### src/rtl/gerador_tick.sv
// Programmable tick generator: single-cycle max_tick every N enabled clocks, square wave and wrapping scan index.
// Optional active-low anode decode of scan_idx is built when GERADOR_TICK_ANODO_EN is defined.
module gerador_tick #(
  parameter int          WIDTH       = 17,
  parameter int unsigned DIV_DEFAULT = 125000,
  parameter int          NUM_CH      = 4,
  localparam int         CH_W        = $clog2(NUM_CH)
) (
  input  logic              clk,
  input  logic              rst,
  input  logic              en,
  input  logic              div_load,
  input  logic [WIDTH-1:0]  div_value,
  output logic              max_tick,
  output logic              clk_out,
  output logic [CH_W-1:0]   scan_idx,
  output logic [WIDTH-1:0]  div_atual,
`ifdef GERADOR_TICK_ANODO_EN
  output logic [NUM_CH-1:0] anodo,
`endif
  output logic              load_err
);

  localparam logic [WIDTH-1:0] DIV_RST = WIDTH'(DIV_DEFAULT);
  localparam logic [WIDTH-1:0] ONE     = WIDTH'(1);
  localparam logic [CH_W-1:0]  LAST_CH = CH_W'(NUM_CH - 1);

  logic [WIDTH-1:0] cont;
  logic             terminal;
  logic             load_ok;
  logic             load_zero;
  logic [CH_W-1:0]  scan_next;

  assign terminal  = (cont == div_atual);
  assign load_ok   = div_load && (div_value != '0);
  assign load_zero = div_load && (div_value == '0);
  // Explicit wrap keeps the index below NUM_CH even when NUM_CH is not a power of two.
  assign scan_next = (scan_idx == LAST_CH) ? '0 : scan_idx + 1'b1;

`ifdef GERADOR_TICK_ANODO_EN
  function automatic logic [NUM_CH-1:0] decode_anodo(input logic [CH_W-1:0] idx);
    logic [NUM_CH-1:0] dec;
    dec = '1;
    for (int i = 0; i < NUM_CH; i++) begin
      if (idx == CH_W'(i)) dec[i] = 1'b0;
    end
    return dec;
  endfunction
`endif

  always_ff @(posedge clk) begin
    if (rst) begin
      cont      <= ONE;
      div_atual <= DIV_RST;
      max_tick  <= 1'b0;
      clk_out   <= 1'b0;
      scan_idx  <= '0;
      load_err  <= 1'b0;
`ifdef GERADOR_TICK_ANODO_EN
      anodo     <= decode_anodo('0);
`endif
    end else begin
      load_err <= load_zero;
      // A valid load restarts the period and suppresses any tick due on this edge.
      if (load_ok) begin
        div_atual <= div_value;
        cont      <= ONE;
        max_tick  <= 1'b0;
      end else if (en) begin
        if (terminal) begin
          cont     <= ONE;
          max_tick <= 1'b1;
          clk_out  <= ~clk_out;
          scan_idx <= scan_next;
`ifdef GERADOR_TICK_ANODO_EN
          anodo    <= decode_anodo(scan_next);
`endif
        end else begin
          cont     <= cont + ONE;
          max_tick <= 1'b0;
        end
      end else begin
        max_tick <= 1'b0;
      end
    end
  end

endmodule

### config.mk
export PLATFORM = sky130hd
export DESIGN_NAME = gerador_tick
export DESIGN_NICKNAME = d
export VERILOG_FILES = /design/src/rtl/gerador_tick.sv
export SDC_FILE = /design/constraint.sdc
export NUM_CORES = 1
export LEC_CHECK = 0
export ABC_AREA = 0
export CAP_MARGIN = 5
export CELL_PAD_IN_SITES_DETAIL_PLACEMENT = 2
export CELL_PAD_IN_SITES_GLOBAL_PLACEMENT = 2
export CORE_MARGIN = 1
export CORE_UTILIZATION = 30
export DETAILED_ROUTE_END_ITERATION = 16
export HOLD_SLACK_MARGIN = 0.15
export MAX_ROUTING_LAYER = met4
export PLACE_DENSITY = 0.81
export SYNTH_ARGS = -nofsm -noshare
export SYNTH_HDL_FRONTEND = slang
export SYNTH_SLANG_ARGS = --single-unit
export TNS_END_PERCENT = 30
### constraint.sdc
create_clock -name clk -period 4 [get_ports clk]
set_clock_uncertainty 0.15 [all_clocks]
set_input_delay 1 -clock clk [delete_from_list [all_inputs] [get_ports clk]]
set_output_delay 1 -clock clk [all_outputs]
set_load 0.05 [all_outputs]
==> out/qor.yml <==
holdWs_ns: 0.3487
die_w_um: 78.69
antenna_found_initial: 0
die_h_um: 78.69
cp_cell_sequence: "clkdlybuf4s50_1 -> nor4_1 -> nand2_1 -> o31a_1 -> or4_1 -> a21oi_1"
drive_above_1_share: 0.05078
r2r-start: "cont[2]"
critPathMaxFanout: 19
ys_ff_latch: 39
dp_slack_ns: 0.6589
drt_wl_total_um: 5142
vias: 1626
ir_drop_uv: 143.0
dr.first_iter.drc_count: 35
grt_pass1_wl_um: 8459
cts_hold_buf: 0
clock-sinks: 39
ctsResizeCount: 0
slew_headroom: 0.4738
placed_area_um2: 2257
status: "completed"
hp-class: "reg -> reg"
crit_path_max_incr_delay_ns: 0.57
cp_data_required_time_ns: 4.07
ys_warn_count: 0
worstRegToRegCells: 5
nets: 279
cp-start-kind: "input pin"
ctsRootBufferMaster: "clkbuf_8"
multi_input_area_um2: 939.7
ant_nets: 0
holdPathStages: 2
rrSetupSlack_ns: 1.50
gp_congestion: 0.7417
drt_drc_violations_left: 0
cts_buffer_depth: 2
tightest_slew_ns: 0.7869
seq_area_um2: 780.7
utilization: 0.4207
hold_violations: 0
p_per_area_nw_per_um2: 346.3
ys_types: 23
place_hpwl_um: 4093
drv_slew: 0
finalCriticalPeriod_ns: 3.045
cts_setup_buffers: 0
worstReg2RegEnd: "cont[1]"
syn_to_final_growth_pct: 32.91
syn_nets: 236
num-fill-cells: 653
critical_path_class: "in -> reg"
start_util: 0.3165
finalNonFillerCells: 328
holdCritStartpoint: "div_atual[9]"
io_pins: 43
layout_setup_ws_ns: 0.9555
setup_viol_count_final: 0
first_pass_iters: 4
cts_tree: "yes"
vias_per_cell: 4.957
fin_setup_tns_ns: 0
crit_path_top_delay_cell: "or4_1"
min_period_over_period: 0.7611
grt_pass1_vias: 1704
htreeDepth: 2
rows: 27
rsz0062_at_grt: "no"
grt_overflow: 0
worstSkewPairLatency_ns: 0.29
netlist_area_um2: 1764
critical_path_arrival_ns: 3.12
path_clk_slew_ns: 0.08
placed_cells: 321
p_leak_nw: 0.8841
grt_max_degree: 20
cts_buffers: 5
total_power_mw: 0.8119
yosysSeqAreaShare: 0.4426
wl_per_cell_um: 15.68
max-cap-violations: 0
die-area_um2: 6191
antenna_cells_inserted: 0
grt_usage: 0.1858
core_area_um2: 5574
fmax_ghz: 0.3285
worstSetupEndpointType: "flop"
min_to: "div_atual[9]"
port_buffers: 42
avgSynthCellArea_um2: 8.283
design_area_um2: 2345
netlist_instances: 213
==> layout make-up <==
cell class,instances,area share
Multi-Input combinational cell,164,0.4007
Sequential cell,39,0.3330
Timing Repair Buffer,45,0.1889
Inverter,1,0.001601
Clock buffer,6,0.03522
Clock inverter,1,0.002134
Tap cell,72,0.03842
==> cell families after synthesis <==
group	Yosys count	share of synthesized area
muxes	1	0.005674
DFF	39	0.4426
AOI/OAI and AO/OA	19	0.06596
buffers and inverters	10	0.02766
adders and majority gates	2	0.01418
and+or+nand+nor	109	0.2801
xor gates and xnor gates	33	0.1638
==> routing by layer <==
| layer | track usage | vias up | part of all wire |
|---|---|---|---|
| li1 | - | 805 | - |
| met1 | 0.2183 | 784 | 0.46 |
| met2 | 0.3096 | 31 | 0.49 |
| met3 | 0.05581 | 6 | 0.042 |
| met4 | 0.04444 | 0 | 0.0093 |
| met5 | - | - | 0 |
==> power by group <==
group,internal [mW],switching [mW]
sequential,0.400,0.0132
combinational,0.0520,0.0781
clock,0.135,0.133
total,0.587,0.225
==> synth_stat cells, drive strengths merged <==
library cell | n | area (um2)
a21oi | 13 | 65.06
xor2 | 27 | 236.5
clkinv | 1 | 3.750
o31ai | 4 | 30.03
nand2 | 45 | 168.9
nand4 | 8 | 50.05
nand2b | 1 | 6.260
mux2i | 1 | 10.01
or4 | 1 | 7.510
clkbuf | 5 | 18.77
buf | 4 | 26.27
nor3 | 2 | 10.01
o31a | 1 | 8.760
nor4 | 9 | 56.30
ha | 2 | 25.02
o211ai | 1 | 12.51
xnor2 | 6 | 52.55
or3 | 1 | 11.26
dfxtp | 39 | 780.8
nor2 | 24 | 90.09
and3 | 3 | 18.77
nand3 | 15 | 75.07
==> cell usage in the layout, fill, tap and decap left out, types with 2 or more instances in the layout <==
cell type and n:
a21oi_1 13, and3_1 3, buf_4 3, clkbuf_8 6, clkdlybuf4s50_1 42, dfxtp_1 39
ha_1 2, nand2_1 45, nand3_1 15, nand4_1 8, nor2_1 24, nor3_1 2
nor4_1 9, o31ai_1 3, xnor2_1 6, xor2_1 27
==> worst max path at each step <==
| stage | startpoint | endpoint | slack [ns] | cells after the start |
|---|---|---|---|---|
| finish | div_value[1] | clk_out | 0.96 | 6 |
| CTS | div_value[1] | clk_out | 0.96 | 6 |
| floorplan | div_value[12] | clk_out | 1.36 | 5 |
| global route | div_value[4] | clk_out | 0.88 | 6 |
| detailed placement | div_value[1] | clk_out | 0.66 | 6 |
| global placement | div_value[1] | clk_out | 0.74 | 6 |
==> registers in the layout (all words and copies together), names as in the netlist <==
name       flops
clk_out        1
scan_idx       2
cont          17
max_tick       1
load_err       1
div_atual     17
==> worst max-delay path: cells and delay by family <==
family / cells / cell delay, ns
compound gates: 2 / 0.69
simple gates: 3 / 0.99
buf+inv: 1 / 0.43
No activity file was read; power rests on OpenSTA's default activity.
